<file path="src/rtl/clock_gen_pkg.sv">
// Shared types and sizing for the programmable clock generator.
// Half period is 2^sel reference cycles; the counter is sized for the largest select.
package pa_clock_gen;

  localparam int SEL_W = 3;
  localparam int CNT_W = 2**SEL_W - 1;

  typedef enum logic [1:0] {
    ST_LOW    = 2'd0,
    ST_HIGH   = 2'd1,
    ST_PARKED = 2'd2
  } phase_e;

  function automatic logic [CNT_W:0] half_period(input logic [SEL_W-1:0] sel);
    return (CNT_W+1)'(1) << sel;
  endfunction

endpackage

</file>
<file path="src/rtl/clock_gen_if.sv">
// Control/status bundle between the clock generator and its controller.
interface clock_gen_if;
  import pa_clock_gen::*;

  logic [SEL_W-1:0] clk_sel;
  logic             stop_clk;
  logic             clk_out;
  logic             clk_en;
  logic             running;

  modport master (output clk_sel, stop_clk, input clk_out, clk_en, running);
  modport slave  (input clk_sel, stop_clk, output clk_out, clk_en, running);

endinterface

</file>
<file path="src/rtl/clock_gen_sync_2ff.sv">
// Multi-flop synchroniser with synchronous active-low clear.
module sync_2ff #(
  parameter int WIDTH  = 1,
  parameter int STAGES = 2
) (
  input  logic             i_clk,
  input  logic             i_rst_n,
  input  logic [WIDTH-1:0] i_d,
  output logic [WIDTH-1:0] o_q
);

  logic [WIDTH-1:0] r_stage [STAGES];

  always_ff @(posedge i_clk) begin
    if (!i_rst_n) begin
      for (int i = 0; i < STAGES; i++) r_stage[i] <= '0;
    end else begin
      r_stage[0] <= i_d;
      for (int i = 1; i < STAGES; i++) r_stage[i] <= r_stage[i-1];
    end
  end

  assign o_q = r_stage[STAGES-1];

endmodule

</file>
<file path="src/rtl/clock_gen.sv">
// Power-of-two clock divider with glitch-free ratio change and clean stop/start.
//   state     | meaning
//   ST_LOW    | clk_out low, counting a half period
//   ST_HIGH   | clk_out high, counting a half period (always completes)
//   ST_PARKED | clk_out held low, waiting for stop_clk to drop
module clock_gen
  import pa_clock_gen::*;
#(
  parameter int SYNC_STAGES = 2
) (
  input  logic        i_clk,
  input  logic        i_arst,
  clock_gen_if.slave  bus
);

  logic [SEL_W-1:0] w_sel_sync;
  logic             w_stop_sync;
  logic [SEL_W-1:0] r_sel_prev;
  logic [SEL_W-1:0] r_sel_pend;
  logic [SEL_W-1:0] r_sel_q;
  logic [SEL_W-1:0] w_sel_q_nxt;

  phase_e           r_state;
  phase_e           w_state_nxt;
  logic [CNT_W-1:0] r_cnt;
  logic [CNT_W-1:0] w_cnt_nxt;
  logic             r_clk_out, w_clk_out_nxt;
  logic             r_clk_en, w_clk_en_nxt;
  logic             r_running, w_running_nxt;
  logic [CNT_W:0]   w_half_tc;
  logic             w_tc;

  sync_2ff #(.WIDTH(SEL_W), .STAGES(SYNC_STAGES)) u_sync_sel (
    .i_clk   (i_clk),
    .i_rst_n (i_arst),
    .i_d     (bus.clk_sel),
    .o_q     (w_sel_sync)
  );

  sync_2ff #(.WIDTH(1), .STAGES(SYNC_STAGES)) u_sync_stop (
    .i_clk   (i_clk),
    .i_rst_n (i_arst),
    .i_d     (bus.stop_clk),
    .o_q     (w_stop_sync)
  );

  // A select code is only trusted after two equal synchronised samples.
  always_ff @(posedge i_clk) begin
    if (!i_arst) begin
      r_sel_prev <= '0;
      r_sel_pend <= '0;
    end else begin
      r_sel_prev <= w_sel_sync;
      if (w_sel_sync == r_sel_prev) r_sel_pend <= w_sel_sync;
    end
  end

  assign w_half_tc = half_period(r_sel_q) - (CNT_W+1)'(1);
  assign w_tc      = ({1'b0, r_cnt} == w_half_tc);

  always_ff @(posedge i_clk) begin
    if (!i_arst) begin
      r_state   <= ST_LOW;
      r_cnt     <= '0;
      r_clk_out <= 1'b0;
      r_clk_en  <= 1'b0;
      r_running <= 1'b0;
      r_sel_q   <= '0;
    end else begin
      r_state   <= w_state_nxt;
      r_cnt     <= w_cnt_nxt;
      r_clk_out <= w_clk_out_nxt;
      r_clk_en  <= w_clk_en_nxt;
      r_running <= w_running_nxt;
      r_sel_q   <= w_sel_q_nxt;
    end
  end

  always_comb begin
    w_state_nxt   = r_state;
    w_cnt_nxt     = r_cnt;
    w_clk_out_nxt = r_clk_out;
    w_clk_en_nxt  = 1'b0;
    w_running_nxt = 1'b1;
    w_sel_q_nxt   = r_sel_q;
    case (r_state)
      ST_LOW: begin
        if (w_tc) begin
          w_cnt_nxt = '0;
          if (w_stop_sync) begin
            w_state_nxt   = ST_PARKED;
            w_running_nxt = 1'b0;
          end else begin
            w_state_nxt   = ST_HIGH;
            w_clk_out_nxt = 1'b1;
            w_clk_en_nxt  = 1'b1;
          end
        end else begin
          w_cnt_nxt = r_cnt + CNT_W'(1);
        end
      end
      ST_HIGH: begin
        if (w_tc) begin
          // Falling edge ends a full period: the only safe point to change ratio.
          w_cnt_nxt     = '0;
          w_clk_out_nxt = 1'b0;
          w_sel_q_nxt   = r_sel_pend;
          if (w_stop_sync) begin
            w_state_nxt   = ST_PARKED;
            w_running_nxt = 1'b0;
          end else begin
            w_state_nxt = ST_LOW;
          end
        end else begin
          w_cnt_nxt = r_cnt + CNT_W'(1);
        end
      end
      ST_PARKED: begin
        w_cnt_nxt     = '0;
        w_clk_out_nxt = 1'b0;
        w_running_nxt = 1'b0;
        if (!w_stop_sync) begin
          w_state_nxt   = ST_LOW;
          w_running_nxt = 1'b1;
          w_sel_q_nxt   = r_sel_pend;
        end
      end
      default: begin
        w_state_nxt   = ST_LOW;
        w_cnt_nxt     = '0;
        w_clk_out_nxt = 1'b0;
      end
    endcase
  end

  assign bus.clk_out = r_clk_out;
  assign bus.clk_en  = r_clk_en;
  assign bus.running = r_running;

endmodule

</file>
<file path="src/flat_wrapper.sv">
// flat-port wrapper written by rule: the top's interface ports become plain ports
module clock_gen_flat import pa_clock_gen::*;
#(
  parameter int SYNC_STAGES = 2
)
  (i_clk, i_arst, bus_clk_sel, bus_stop_clk, bus_clk_out, bus_clk_en, bus_running);
  clock_gen_if bus_i ();
  input  logic i_clk;
  input  logic i_arst;
  input wire logic [$bits(bus_i.clk_sel)-1:0] bus_clk_sel;
  input wire logic [$bits(bus_i.stop_clk)-1:0] bus_stop_clk;
  output wire logic [$bits(bus_i.clk_out)-1:0] bus_clk_out;
  output wire logic [$bits(bus_i.clk_en)-1:0] bus_clk_en;
  output wire logic [$bits(bus_i.running)-1:0] bus_running;
  assign bus_i.clk_sel = bus_clk_sel;
  assign bus_i.stop_clk = bus_stop_clk;
  assign bus_clk_out = bus_i.clk_out;
  assign bus_clk_en = bus_i.clk_en;
  assign bus_running = bus_i.running;
  clock_gen #(.SYNC_STAGES(SYNC_STAGES)) u_core (.i_clk(i_clk), .i_arst(i_arst), .bus(bus_i));
endmodule
</file>
<file path="config.mk">
export PLATFORM = sky130hd
export DESIGN_NAME = clock_gen_flat
export DESIGN_NICKNAME = d
export VERILOG_FILES = /design/src/rtl/clock_gen_pkg.sv /design/src/rtl/clock_gen_if.sv /design/src/rtl/clock_gen_sync_2ff.sv /design/src/rtl/clock_gen.sv /design/src/flat_wrapper.sv
export SDC_FILE = /design/constraint.sdc
export NUM_CORES = 1
export LEC_CHECK = 0
export ABC_AREA = 1
export BUFFER_PORTS_ARGS = -buffer_cell sky130_fd_sc_hd__clkbuf_2
export CELL_PAD_IN_SITES_DETAIL_PLACEMENT = 1
export CELL_PAD_IN_SITES_GLOBAL_PLACEMENT = 1
export CORE_UTILIZATION = 29
export CTS_CLUSTER_SIZE = 24
export DETAILED_ROUTE_END_ITERATION = 10
export PLACE_DENSITY_LB_ADDON = 0.1
export SETUP_SLACK_MARGIN = 0.3
export SYNTH_ARGS = -nofsm -noshare
export SYNTH_HDL_FRONTEND = slang
export SYNTH_HIERARCHICAL = 1
export SYNTH_SLANG_ARGS = --single-unit
</file>
<file path="constraint.sdc">
create_clock -name i_clk -period 1.8 [get_ports i_clk]
set_input_delay 0.36 -clock i_clk [delete_from_list [all_inputs] [get_ports i_clk]]
set_output_delay 0.36 -clock i_clk [all_outputs]
set_load 0.005 [all_outputs]
</file>
==> results.md <==
- CTS Buffer Depth: 2
- Final setup fails: 0
- Crit path capture type: register
- Post-synthesis cell area: 0.001262 sq mm
- Reg area: 593.1 sq um
- Initial Utilization: 30.89%
- DRT iter0 DRCs: 19
- Minimum hold slack: 0.2623 ns
- Outcome: complete, no violations
- GP Congestion: 0.7913
- TritonCTS clock tree: done
- Max IR drop VDD: 0.0004738 V
- Worst reg2reg path depth: 10
- Post-route setup TNS: 0 ns
- H-tree depth: 2
- Area Growth Syn to Fin: 15.36%
- Hpwl dp: 1.868 mm
- CP peak stage delay: 0.38 ns
- Largest net degree at the start of global routing: 19
- DR vias/cell: 4.351
- Post-Syn Area per Cell: 7.605 sq um
- Max-slew violation count: 0
- Final Cycle Share: 76.29%
- Reg2Reg Setup Slack: 0.43 ns
- Vias after detailed routing: 992
- Rows: 23
- First-pass GRT wire length: 4.264 mm
- Inserted Clock Buffers: 5
- PwrDens: 1485 mW/mm^2
- IO Pins: 9
- I/O Buffers: 8
- Setup bufs post-CTS: 0
- Fmax achieved: 728.2 MHz
- Static Leak: 0.7214 nW
- Synth Area in Simple Gates: 32.31%
- RSZ-0062 raised after global routing: no
- Synth cell types: 21
- Worst slew margin: 81.95%
- Worst-Margin Slew: 0.2683 ns
- Critical-path cell list: nor2_4 -> nor2_2 -> nor2_1 -> nand2_2 -> nor2_4 -> nand2_1 -> nand2_2 -> inv_2 -> nand2_4 -> nor2_2
- Slowest-stage cell, CP: dfxtp_4
- Antenna cell count: 0
- CP max FO: 7
- Final WL: 2.458 mm
- CORE AREA: 0.004086 sq mm
- Overall Global Routing Usage: 13.02%
- CP Data Required Time: 1.97 ns
- Reg2Reg Launch Point: u_core/r_sel_q[2]$_SDFFE_PN0P_
- Type of the worst setup path: register to register
- Die area: 0.004621 sq mm
- Worst skew pair latency: 0.27 ns
- Xor/xnor share of the synthesized area: 6.938%
- Hold endpoint: u_core/u_sync_stop/r_stage[0][0]$_SDFF_PN0_
- Chip width: 67.98 microns
- Grt total ovfl: 0
- WL/cell: 10.78 microns
- Post-synthesis compound-gate area fraction: 2.379%
- Commonest cells after routing, fill and taps aside: nand2_1, inv_1, dfxtp_1
- Dominant combinational cell family by area after synthesis: simple AND/OR/NAND/NOR gates
- Worst setup SP type: register
- Layout cells sized above 1: 23.60%
- Most common cell after layout, fill and taps aside: nand2_1
- Mapped Cells: 166
- Post-layout nets: 184
- Final ANT Viol Nets: 0
- Fill count: 528
- Die Ht: 67.98 microns
- Clock slew seen by the registers of the worst setup and hold paths: 0.06 ns
- Min-delay src: bus_stop_clk
- Root buffer cell: clkbuf_8
- Initial antenna violation count: 0
- RR Endpoint: u_core/r_cnt[6]$_SDFF_PP0_
- Remaining DRCs: 0
- Flops & latches, synth: 29
- Worst hold stages: 3
- Synth warnings: 6
- Worst min-delay path class: input pin to register
- Final Hold Viols: 0
- First drt pass iteration count: 3
- Final min period: 1.373 ns
- Clock Sinks: 29
- Post-synthesis adder-cell area fraction: 0.9911%
- Syn nets: 173
- Multi-input gate area: 565.5 sq um
- Register area share after synthesis: 45.99%
- Max-cap violations: 0
- Skew final: 0.001382 ns
- Portion of netlist area occupied by mux cells: 0%
- Critical Path AT: 1.54 ns
- Number of global-route vias before repair: 967
- Cts-stage hold buffer count: 0
## routing by layer
metal	GRT usage, %	vias to the layer above	wire [microns]
met1	14.60	457	1124
met3	5.167	5	84
met2	20.10	12	1204
li1	-	518	-
met4	8.854	0	44
met5	0	-	0
## stage by stage
stage | setup WS (ns) | std cells | power (mW) | instance area (sq um) | utilization (%)
global placement | 0.2976 | 220 | 1.548 | 1334 | 32.64
floorplan | 0.4944 | 166 | 1.424 | 1262 | -
global route | 0.3155 | 228 | 2.351 | 1456 | 35.64
detailed placement | 0.2562 | 220 | 1.578 | 1334 | 32.64
finish | 0.4267 | 228 | 2.163 | 1456 | 35.64
CTS | 0.3018 | 228 | 2.105 | 1418 | 34.69
## cells by family after synthesis
kind of cell,count (synthesis)
AOI/OAI and AO/OA,6
DFF,29
buffers and inverters,33
adders and majority gates,1
and+or+nand+nor,87
xor gates and xnor gates,10
## worst max-delay path by stage
stage,endpoint,cells after the start,from
after global placement,u_core/r_sel_q[2]$_SDFFE_PN0P_,6,u_core/r_sel_q[2]$_SDFFE_PN0P_
after CTS,u_core/r_cnt[0]$_SDFF_PP0_,11,u_core/r_sel_q[1]$_SDFFE_PN0P_
final,u_core/r_cnt[6]$_SDFF_PP0_,10,u_core/r_sel_q[2]$_SDFFE_PN0P_
after floorplan,u_core/r_cnt[2]$_SDFF_PP0_,11,u_core/r_sel_q[2]$_SDFFE_PN0P_
after global routing,u_core/r_sel_q[1]$_SDFFE_PN0P_,9,u_core/r_sel_q[2]$_SDFFE_PN0P_
after detailed placement,u_core/r_cnt[0]$_SDFF_PP0_,11,u_core/r_sel_q[2]$_SDFFE_PN0P_
## synth_stat cells
library cell  number  area [sq um]
nand2_1           41         153.9
dfxtp_1           29         580.6
inv_1             25         93.84
nand3_1           17         85.08
nor2_1            10         37.54
nor2_2            10         62.56
xor2_1             7         61.31
a21oi_1            6         30.03
buf_4              3         22.52
inv_2              3         11.26
xnor2_1            3         26.28
nand2_2            2         12.51
nand3_2            2         20.02
and2_1             1         6.260
buf_2              1         5.000
buf_6              1         11.26
ha_1               1         12.51
nand2_4            1         11.26
nand3b_1           1         7.510
nor3_1             1         5.000
nor4_1             1         6.260
## timing repair
action	CTS	global route
setup endpoints to repair	11	14
pin swaps	0	2
hold endpoints to repair	0	0
gates resized for setup	1	13
## where the power goes
group | leakage (nW) | internal (mW) | switching [mW] | total (mW)
Combinational | 0.437 | 0.288 | 0.520 | 0.808
Clock | 0.0450 | 0.267 | 0.237 | 0.504
Sequential | 0.240 | 0.750 | 0.101 | 0.851
Total | 0.721 | 1.30 | 0.859 | 2.16
## worst max-delay path: cells and delay by family (launching register included)
| family | cells | cell delay (ns) |
|---|---|---|
| simple gates | 9 | 0.82 |
| flops | 1 | 0.38 |
| buf+inv | 1 | 0.06 |
## area by class of cell
class / instances / share of cell area [%]
Clock inverter: 2 / 0.6873
Clock buffer: 6 / 4.983
Sequential cell: 29 / 40.72
Inverter: 28 / 7.216
Multi-Input combinational cell: 104 / 38.83
Timing Repair Buffer: 9 / 3.265
Tap cell: 50 / 4.296
## state kept, by name, indices dropped and copies added (netlist names), 2 cells and up
register,count
u_core/r_sel_pend,3
u_core/r_sel_prev,3
u_core/u_sync_stop/r_stage,2
u_core/r_cnt,7
u_core/r_sel_q,3
u_core/u_sync_sel/r_stage,6
u_core/r_state,2
Power figures use the tool's default switching activity.
